### config.mk
export PLATFORM = sky130hd
export DESIGN_NAME = papa_uart_rx
export DESIGN_NICKNAME = d
export VERILOG_FILES = /design/src/rtl/papa_uart_pkg.sv /design/src/rtl/papa_sync2.sv /design/src/rtl/papa_uart_rx.sv
export SDC_FILE = /design/constraint.sdc
export NUM_CORES = 1
export LEC_CHECK = 0
export ABC_AREA = 1
export BUFFER_PORTS_ARGS = -buffer_cell sky130_fd_sc_hd__buf_4
export CORE_ASPECT_RATIO = 1.4
export CORE_MARGIN = 3
export CORE_UTILIZATION = 58
export CTS_CLUSTER_DIAMETER = 120
export DETAILED_ROUTE_END_ITERATION = 8
export PLACE_DENSITY = 0.78
export RECOVER_POWER = 50
export SLEW_MARGIN = 30
export SYNTH_ARGS = -nofsm -noshare
export SYNTH_HDL_FRONTEND = slang
export SYNTH_SLANG_ARGS = --single-unit
### constraint.sdc
create_clock -name clk -period 2 [get_ports clk]
set_input_delay 0.2 -clock clk [delete_from_list [all_inputs] [get_ports clk]]
set_output_delay 0.2 -clock clk [all_outputs]
set_load 0.1 [all_outputs]
### src/rtl/papa_uart_pkg.sv
// Shared definitions for the papa serial link (receiver and transmitter).
package papa_uart_pkg;

   typedef enum logic [2:0] {
      ST_IDLE,
      ST_START,
      ST_DATA,
      ST_PARITY,
      ST_STOP,
      ST_BREAK
   } uart_state_t;

   localparam int PAR_NONE = 0;
   localparam int PAR_EVEN = 1;
   localparam int PAR_ODD  = 2;

   // Words narrower than 9 bits are zero-padded, which leaves the XOR unchanged.
   function automatic logic expected_parity(input logic [8:0] data, input int mode);
      return (mode == PAR_ODD) ? ~(^data) : (^data);
   endfunction

endpackage

### src/rtl/papa_sync2.sv
// Two-flop single-bit synchronizer for bringing an asynchronous level into clk.
module papa_sync2 #(
   parameter logic RST_VAL = 1'b1
) (
   input  logic clk,
   input  logic rst_n,
   input  logic d,
   output logic q
);

   logic meta;

   always_ff @(posedge clk or negedge rst_n) begin
      if (!rst_n) begin
         meta <= RST_VAL;
         q    <= RST_VAL;
      end else begin
         meta <= d;
         q    <= meta;
      end
   end

endmodule

### src/rtl/papa_uart_rx.sv
// UART receiver: mid-bit sampling of start/data/parity/stop, single-entry
// valid/ready output register with parity, framing and overrun reporting.
module papa_uart_rx
   import papa_uart_pkg::*;
#(
   parameter int CLKS_PER_BIT = 16,
   parameter int DATA_W       = 8,
   parameter int PARITY       = 1
) (
   input  logic              clk,
   input  logic              rst_n,
   input  logic              rxd,
   output logic [DATA_W-1:0] rx_data,
   output logic              rx_valid,
   input  logic              rx_ready,
   output logic              par_err,
   output logic              frame_err,
   output logic              overrun,
   output logic              busy
);

   localparam int CNT_W = $clog2(CLKS_PER_BIT);
   localparam int IDX_W = $clog2(DATA_W + 1);

   localparam logic [CNT_W-1:0] HALF_BIT = CNT_W'(CLKS_PER_BIT / 2 - 1);
   localparam logic [CNT_W-1:0] FULL_BIT = CNT_W'(CLKS_PER_BIT - 1);
   localparam logic [IDX_W-1:0] LAST_IDX = IDX_W'(DATA_W - 1);
   localparam logic             HAS_PAR  = (PARITY != PAR_NONE);

   logic              rxd_s;
   logic              rxd_prev;
   uart_state_t       state;
   logic [CNT_W-1:0]  cnt;
   logic [IDX_W-1:0]  idx;
   logic [DATA_W-1:0] shreg;
   logic              perr;

   logic              strobe;
   logic              fall;
   logic [8:0]        data_pad;
   logic              exp_par;

   papa_sync2 #(
      .RST_VAL (1'b1)
   ) u_sync (
      .clk   (clk),
      .rst_n (rst_n),
      .d     (rxd),
      .q     (rxd_s)
   );

   assign strobe   = (cnt == '0);
   assign fall     = rxd_prev & ~rxd_s;
   assign data_pad = 9'(shreg);
   assign exp_par  = expected_parity(data_pad, PARITY);
   assign busy     = (state != ST_IDLE);

   always_ff @(posedge clk or negedge rst_n) begin
      if (!rst_n) begin
         rxd_prev  <= 1'b1;
         state     <= ST_IDLE;
         cnt       <= '0;
         idx       <= '0;
         shreg     <= '0;
         perr      <= 1'b0;
         rx_data   <= '0;
         rx_valid  <= 1'b0;
         par_err   <= 1'b0;
         frame_err <= 1'b0;
         overrun   <= 1'b0;
      end else begin
         rxd_prev <= rxd_s;
         overrun  <= 1'b0;

         if (rx_valid && rx_ready) begin
            rx_valid <= 1'b0;
         end

         case (state)
            ST_IDLE: begin
               if (fall) begin
                  state <= ST_START;
                  cnt   <= HALF_BIT;
               end
            end

            ST_START: begin
               if (strobe) begin
                  cnt <= FULL_BIT;
                  if (rxd_s) begin
                     state <= ST_IDLE;
                  end else begin
                     state <= ST_DATA;
                     idx   <= '0;
                     perr  <= 1'b0;
                  end
               end else begin
                  cnt <= cnt - 1'b1;
               end
            end

            ST_DATA: begin
               if (strobe) begin
                  cnt   <= FULL_BIT;
                  shreg <= {rxd_s, shreg[DATA_W-1:1]};
                  if (idx == LAST_IDX) begin
                     state <= HAS_PAR ? ST_PARITY : ST_STOP;
                  end else begin
                     idx <= idx + 1'b1;
                  end
               end else begin
                  cnt <= cnt - 1'b1;
               end
            end

            ST_PARITY: begin
               if (strobe) begin
                  cnt   <= FULL_BIT;
                  perr  <= (rxd_s != exp_par);
                  state <= ST_STOP;
               end else begin
                  cnt <= cnt - 1'b1;
               end
            end

            ST_STOP: begin
               if (strobe) begin
                  cnt   <= '0;
                  state <= rxd_s ? ST_IDLE : ST_BREAK;
                  // A completing word may replace the held one only if it is
                  // being consumed in this same cycle.
                  if (!rx_valid || rx_ready) begin
                     rx_data   <= shreg;
                     par_err   <= perr & HAS_PAR;
                     frame_err <= ~rxd_s;
                     rx_valid  <= 1'b1;
                  end else begin
                     overrun <= 1'b1;
                  end
               end else begin
                  cnt <= cnt - 1'b1;
               end
            end

            ST_BREAK: begin
               if (rxd_s) begin
                  state <= ST_IDLE;
               end
            end

            default: begin
               state <= ST_IDLE;
            end
         endcase
      end
   end

endmodule

# == Yosys cells after proc, flatten, opt, wreduce, memory -nomap -nowiden ==
# Cells that the tools add are included.
# op_classes
add_sub_neg,2
multipliers,0
n_div,0
order_cmp,0
eq_ne,16
shifts,0
mux,30
bitwise_logic,2
reduce_logical,17
# ops
cell,count
4-bit 2-to-1 mux,7
3-bit 2-to-1 mux,8
3-bit one-hot mux with 6 select lines,1
"2-bit inequality test, second input constant",8
4-bit one-hot mux with 3 select lines,1
1-bit 2-to-1 mux,10
9-bit XOR reduction,1
4-bit one-hot mux with 2 select lines,1
7-bit AND reduction,1
"3-bit by 2-bit == test with 1-bit output, second input constant",2
"3-bit == test, second input constant",2
3-bit nonzero test,2
5-bit AND reduction,1
"4-bit by 1-bit adder with 4-bit output, second input constant",1
"4-bit by 3-bit == test with 1-bit output, second input constant",1
4-bit zero test,1
2-bit AND reduction,2
4-bit AND reduction,1
2-bit nonzero test,2
"4-bit by 1-bit subtractor with 4-bit output, second input constant",1
"3-bit by 1-bit == test with 1-bit output, second input constant",1
3-bit zero test,1
3-bit AND reduction,1
3-bit OR reduction,1
9 further kinds,9
# totals
register_bits,35
latchBits,0
mem_bits_rw,0
mem_bits_ro,0
n_memories,0

# == Longest topological paths before layout ==
# Gate-level depths: netlist of the first run.
# depth
depth_word,5
depth_mapped,10

# == By module ==
# Synthesis of the first run repeated with hierarchy kept, for this count alone.
# unflattened
cells_unflattened,202
hier_area_um2,1759.2
# by_module_without_submodules
mod,instances,cells_per_inst,area_per_inst_um2,seq_area_each_um2
papa_uart_rx,1,200,1706.6,827.0
papa_sync2,1,2,52.6,52.6

# == Least setup slack after synthesis of the first run ==
# OpenSTA, ideal clock, no wires.
# synth_timing
path_kind,flip-flop to flip-flop
startpoint,reg rx_valid
endpoint,reg frame_err
setup_time_ns,0.076
arrival_time_ns,1.542
required_ns,1.924
slack_ns,0.381
stages_incl_launch_ff,8
n_path_buf,1
period_less_slack_ns,1.619
cell_sequence,dfrtp_1 -> inv_1 -> nor2_1 -> inv_1 -> nand3_1 -> buf_2 -> nand2_1 -> o21ai_1
# synth_via
elab_chain_len,3
# synth_lines
item,line,rtl
from (decl),papa_uart_rx.sv:14,"output logic rx_valid,"
from (signal assigned),papa_uart_rx.sv:67,rx_valid <= 1'b0;
from (signal assigned),papa_uart_rx.sv:76,rx_valid <= 1'b0;
from (signal assigned),papa_uart_rx.sv:136,rx_valid <= 1'b1;
1-bit zero test,papa_uart_rx.sv:132,if (!rx_valid || rx_ready) begin
1-bit logical OR,papa_uart_rx.sv:132,
3-bit AND reduction (no source line),-,
to (signal assigned),papa_uart_rx.sv:135,frame_err <= ~rxd_s;
to (decl),papa_uart_rx.sv:17,"output logic frame_err,"
# No other way between the ends.
# A chain may end at the register's enable or synchronous reset.

# == Final worst setup path of the first run ==
# layout_timing
startpoint,reg cnt[0]
endpoint,reg state[2]
# layout_via
elab_chain_len,3
# layout_lines
item,line,rtl
from (decl),papa_uart_rx.sv:33,logic [CNT_W-1:0] cnt;
from (signal assigned),papa_uart_rx.sv:98,cnt <= cnt - 1'b1;
from (signal assigned),papa_uart_rx.sv:112,cnt <= cnt - 1'b1;
from (signal assigned),papa_uart_rx.sv:122,cnt <= cnt - 1'b1;
4-bit zero test *,papa_uart_rx.sv:52,assign strobe = (cnt == '0);
2-bit inequality test (no source line),-,
7-bit AND reduction (no source line) *,-,
to (signal assigned),papa_uart_rx.sv:107,state <= HAS_PAR ? ST_PARITY : ST_STOP;
to (signal assigned),papa_uart_rx.sv:129,state <= rxd_s ? ST_IDLE : ST_BREAK;
to (decl),papa_uart_rx.sv:32,uart_state_t state;
# Mark *: on every way between the ends. The rest lies on a longest branch, timed or not.

==> results_dict.tcl, run 1 <==
set metrics [dict create \
    run_status "complete, no violations" \
    clk_path_buf_depth 2 \
    grt_overflow_total 0 \
    grt_pass1_vias 1605 \
    preCtsSetupSlack_ns 0.367 \
    wl_met2_mm 2.22 \
    syn_nets 224 \
    die_w_um 52.3 \
    final.min_clock_period_ns 1.67 \
    seq_area_um2 880 \
    intPower_w 0.00126 \
    utilization_pct 71.3 \
    syn_area_per_cell_um2 8.03 \
    coreArea_um2 2750 \
    max_cap_violations 0 \
    crit_start "cnt[0]$_DFFE_PN0P_" \
    track_usage_pct 24.3 \
    drc 0 \
    postCtsHoldBufs 2 \
    crit_path_end_kind "flip-flop" \
    finalHoldViolCount 0 \
    clk_pin_slew_ns 0.11 \
    start_util_pct 63.3 \
    drive_gt1_share_pct 18.3 \
    diodes 0 \
    crit_type "reg -> reg" \
    postRouteAntennaNets 0 \
    fin_worst_skew_ns 0.0124 \
    critPathArrivalTime_ns 1.90 \
    synthFlopType "dfrtp_1" \
    p_total_w 0.00235 \
    first_pass_iters 5 \
    floorplan.die_area_um2 3710 \
    cts_resized 0 \
    cts_tree "built" \
    clock_latency_ns 0.34 \
    ys_warn_count 0 \
    cp-start-kind "flip-flop" \
    dr_total_vias 1478 \
    wl_mm 3.85 \
    final_common_cell "nand2_1" \
    async_reset_ff_share_pct 100 \
    whs_ns 0.122 \
    power.switching_w 0.00109 \
    synth_area_leaders "dfrtp_1 46%, nand2_1 14%, o21ai_1 8.3%" \
    combPwrFrac_pct 44.9 \
    p_leak_nw 0.986 \
    clkSinkCount 35 \
    nNetsFinal 247 \
    rows 22 \
    gp_congestion 0.925 \
    slew-limit-headroom_pct 43.2 \
    fmax_ghz 0.600 \
    fin_setup_tns_ns 0 \
    synth-edff-count 0 \
    hold_path.class "in -> reg" \
    synthDistinctLibCells 26 \
    cp_top_family "simple AND/OR/NAND/NOR gates" \
    pwr-share-clk_pct 15.9 \
    postCtsSetupRepairBufs 0 \
    vias_per_cell 5.34 \
    p_sw_share_pct 46.6 \
    timing.final.crit_share_pct 83.3 \
    rsz0062_at_grt "no" \
    worstReg2RegStart "cnt[0]$_DFFE_PN0P_" \
    slowest_delay_ns 0.42 \
    wl_met1_mm 1.44 \
    slew_viol_final 0 \
    drtIter0Drc 48 \
    slowest_stage "dfrtp_1" \
    crit_path_max_fanout 8 \
    most-common-layout-cells "66 x nand2_1, 32 x dfrtp_1, 29 x o21ai_1, 24 x inv_1, 14 x nor2_1" \
    ys_ff_latch 35 \
    power_density_nw_per_um2 1200 \
    yosysTopAreaCell "dfrtp_1" \
    synth_cells 217 \
    grt_max_degree 36 \
    netlist_area_um2 1740 \
    antenna_found_initial 0 \
    cpMostUsedCell "nand2_1" \
    pwr-share-seq_pct 39.2 \
    die_height_um 70.9 \
    worstPathCellList "inv_1 -> ha_1 -> nand3_4 -> inv_2 -> nor2_1 -> nor2_2 -> nand4_1 -> nand2_1 -> nand2_1" \
    port_buffers 16 \
    multiInputGateArea_um2 732 \
    yosysSeqAreaShare_pct 50.5 \
    critPathBufInv 2 \
    cts_buffers 5 \
    hold_start "rx_ready" \
    met3_length_um 99 \
    syn2layout_area_growth_pct 12.6 \
    tightest_slew_ns 0.852 \
    cts_root_buffer "clkbuf_4" \
    h-tree-depth 2 \
    ios 17 \
    grt_pass1_wl_mm 6.78 \
    dp_hpwl_mm 2.77 \
    worstPathRequired_ns 2.24 \
    n_fill_cell 225 \
    synth_top_area_share_pct 45.9 \
    ir_drop_mv 0.757 \
    setup_slack_ns 0.334 \
    dr.max_layer_used "met4" \
    final-setup-viol-count 0 \
    routed_wire_length_per_instance_um 13.9 \
]
[worst min-delay path: cells and delay by family]
family | cells | cell delay [ns]
buf+inv | 2 | 0.15
simple gates | 2 | 0.08
[metal layers]
| metal | up-vias | global-route usage, % |
|---|---|---|
| li1 | 730 | - |
| met1 | 706 | 24.4 |
| met2 | 32 | 44.9 |
| met3 | 10 | 5.26 |
| met4 | 0 | 11.9 |
| met5 | - | 0 |
[power groups by stage]
stage	Clock [W]	Sequential (W)	Combinational [W]
after floorplan	0	0.000995	0.000723
after global placement	0	0.000917	0.000964
after detailed placement	0	0.000928	0.00103
after CTS	0.000382	0.000916	0.00105
after global routing	0.000409	0.000931	0.00118
final	0.000373	0.000920	0.00106
[Yosys cell counts (2+ instances only)]
master	instances
nand2_1	66
nand3_1	12
inv_1	24
xor2_1	3
dfstp_2	3
dfrtp_1	32
buf_2	3
inv_2	7
ha_1	3
a21oi_1	3
nand3_4	2
nor2_2	2
nand4_1	2
nor2_1	14
nand2_2	2
o21ai_1	29
[stage by stage]
stage | area [µm²] | cells
2_1_floorplan | 1740 | 217
3_3_place_gp | 1900 | 267
3_5_place_dp | 1900 | 267
4_1_cts | 1970 | 277
5_1_grt | 1960 | 277
6_report | 1960 | 277
[path summary, 6_finish.rpt]
| kind | to | slack (ns) | cells after the start |
|---|---|---|---|
| worst max-delay path | state[2]$_DFFE_PN0P_ | 0.33 | 9 |
| worst min-delay path | overrun$_DFF_PN0_ | 0.12 | 4 |
| worst max register to register | state[2]$_DFFE_PN0P_ | 0.33 | 9 |
| worst min register to register | u_sync.q$_DFF_PN1_ | 0.37 | 0 |
| max in group asynchronous | idx[3]$_DFFE_PN0P_ | 0.97 | 2 |
| min in group asynchronous | shreg[3]$_DFFE_PN0P_ | 0.50 | 2 |
[cell type report]
cell class                      count  share of cell area [%]
Clock buffer                        5                    1.91
Clock inverter                      3                   0.765
Inverter                           31                    5.93
Multi-Input combinational cell    148                    37.3
Sequential cell                    35                    44.8
Tap cell                           36                    2.29
Timing Repair Buffer               19                    7.01
[cells by family (layout without fill, tap and decap cells)]
kind of cell / Yosys count / after routing / synth area share, %
AOI/OAI and AO/OA: 36 / 36 / 10.8
xor gates and xnor gates: 4 / 4 / 2.01
adders and majority gates: 3 / 3 / 2.15
buffers and inverters: 34 / 58 / 7.54
DFF: 35 / 35 / 50.5
and+or+nand+nor: 105 / 105 / 27.1
[state kept, by name, indices dropped and copies added, names as in the netlist, 3 cells and up]
register  count
rx_data       8
shreg         8
cnt           4
idx           4
state         3
Note: power is estimated with default switching activity, not from simulation.
==> run 2, diff against run 1 <==
Clock period 2 ns to 1.6 ns, I/O delays scaled along.
==> run 2 against run 1 <==
Register-to-register slack worse by 0.21 ns. Hold slack got worse by 0.038 ns. Clock power up 21%. Via count fell by 2.5%. Worst setup slack got worse by 0.23 ns. First-iteration DRC count fell by 13%. Sequential power rose by 25%. Count of clock-buffer cells in the layout up 3. Final area increased by 3.1%.
==> results_dict.tcl, run 2 (synthesis results as in run 1) <==
set metrics [dict create \
    rows 22 \
    coreArea_um2 2750 \
    cts_tree "built" \
    r2r_cells 7 \
    final.min_clock_period_ns 1.50 \
    holdPathEnd "overrun$_DFF_PN0_" \
    cpMostUsedCell "inv_1" \
    nNetsFinal 250 \
    slowest_delay_ns 0.45 \
    clock_latency_ns 0.33 \
    r2r_slack_ns 0.12 \
    h-tree-depth 2 \
    pwr-share-seq_pct 38.2 \
    grt_pass1_vias 1476 \
    routed_wire_length_per_instance_um 12.6 \
    slew-limit-headroom_pct 42.7 \
    grt_pass1_wl_mm 6.15 \
    setup_slack_ns 0.100 \
    postRouteAntennaNets 0 \
    crit_type "reg -> out" \
    diodes 0 \
    worstHoldPathCells 4 \
    p_sw_share_pct 44.6 \
    die_w_um 52.3 \
    critPathArrivalTime_ns 1.34 \
    final_cell_count_no_fill 280 \
    preCtsSetupSlack_ns 0.0174 \
    fmax_ghz 0.667 \
    run_status "complete, no violations" \
    final-setup-viol-count 0 \
    gp_congestion 0.822 \
    fin_setup_tns_ns 0 \
    grt_overflow_total 0 \
    port_buffers 16 \
    dp_hpwl_mm 2.48 \
    floorplan.die_area_um2 3710 \
    finalHoldViolCount 0 \
    place_inst 267 \
    max_cap_violations 0 \
    crit_path_max_fanout 4 \
    hold_start "rx_ready" \
    clk_path_buf_depth 2 \
    top_regs "rx_data (8), shreg (8)" \
    r2r-end "cnt[3]$_DFFE_PN0P_" \
    p_total_w 0.00302 \
    whs_ns 0.0836 \
    p_leak_nw 0.989 \
    clk_pin_slew_ns 0.10 \
    antenna_found_initial 0 \
    pwr-share-clk_pct 14.9 \
    fin_worst_skew_ns 0.00433 \
    dr_total_vias 1441 \
    combPwrFrac_pct 46.9 \
    cts_buffers 5 \
    most-common-layout-cells "66 x nand2_1, 30 x dfrtp_1, 29 x o21ai_1, 22 x inv_1, 14 x buf_4" \
    hold_path.class "in -> reg" \
    slowest_stage "dfrtp_2" \
    ir_drop_mv 1.18 \
    grt_max_degree 36 \
    worstPathCellList "inv_1 -> nand2_2 -> nor2_2 -> inv_1 -> buf_6" \
    start_util_pct 63.3 \
    wl_mm 3.53 \
    clkSinkCount 35 \
    cts_root_buffer "clkbuf_4" \
    slew_viol_final 0 \
    worstReg2RegStart "cnt[1]$_DFFE_PN0P_" \
    tightest_slew_ns 0.859 \
    track_usage_pct 21.8 \
    syn2layout_area_growth_pct 16.2 \
    final_common_cell "nand2_1" \
    die_height_um 70.9 \
    ios 17 \
    drc 0 \
    worstPathRequired_ns 1.44 \
    drtIter0Drc 42 \
    first_pass_iters 4 \
    power.switching_w 0.00135 \
    cp-start-kind "flip-flop" \
    drive_gt1_share_pct 21.7 \
    intPower_w 0.00167 \
    power_density_nw_per_um2 1490 \
    vias_per_cell 5.15 \
    crit_path_end_kind "output pin" \
    timing.final.crit_share_pct 93.7 \
    n_fill_cell 215 \
]
## run 2: final cells by class
class / instances / area (µm²) / share of cell area, %
sequential: 35 / 882 / 43.6
inverter: 31 / 121 / 6.00
multi-input combinational: 148 / 763 / 37.7
clock buffer: 8 / 48.8 / 2.41
tap: 36 / 45.0 / 2.22
timing repair buffer: 22 / 164 / 8.10
## run 2: metrics by stage
stage / utilization, % / area [µm²]
6_report: 73.5 / 2020
5_1_grt: 73.5 / 2020
4_1_cts: 71.7 / 1970
3_5_place_dp: 69.1 / 1900
3_3_place_gp: 69.1 / 1900
2_1_floorplan: - / 1740
## run 2: timing repair
item,in CTS,in global routing
setup buffers,0,3
pin swaps,0,5
hold buffers,2,0
gates resized for setup,1,12
endpoints found under the hold margin,33,0
setup endpoints to repair,2,25
## run 2: power groups by stage
stage / Combinational (W) / Clock, W / Sequential [W]
after floorplan: 0.000904 / 0 / 0.00124
after global placement: 0.00120 / 0 / 0.00115
after detailed placement: 0.00125 / 0 / 0.00116
after CTS: 0.00127 / 0.000465 / 0.00114
after global routing: 0.00158 / 0.000506 / 0.00117
final: 0.00142 / 0.000450 / 0.00115
## run 2: per-layer routing
| metal | GRT usage (%) | share of wire, % | vias to the layer above | wire, µm |
|---|---|---|---|---|
| li1 | - | - | 742 | - |
| met4 | 10.5 | 2.3 | 0 | 81 |
| met5 | 0 | 0 | - | 0 |
| met2 | 36.2 | 55 | 24 | 1930 |
| met1 | 25.4 | 39 | 667 | 1390 |
| met3 | 5.89 | 3.6 | 8 | 128 |
## run 2: how the worst max path moves through the flow
stage | endpoint | cells after the start | from
after global placement | state[1]$_DFFE_PN0P_ | 9 | cnt[0]$_DFFE_PN0P_
final | busy | 5 | state[1]$_DFFE_PN0P_
after global routing | state[1]$_DFFE_PN0P_ | 9 | cnt[0]$_DFFE_PN0P_
after CTS | state[2]$_DFFE_PN0P_ | 9 | cnt[0]$_DFFE_PN0P_
after detailed placement | state[2]$_DFFE_PN0P_ | 9 | cnt[0]$_DFFE_PN0P_
after floorplan | state[1]$_DFFE_PN0P_ | 9 | cnt[0]$_DFFE_PN0P_
## run 2: critical path, delay by kind of cell, from the launching register on
family | cells | cell delay, ns
AND/OR/NAND/NOR | 2 | 0.21
flip-flops | 1 | 0.45
buffers and inverters | 3 | 0.33
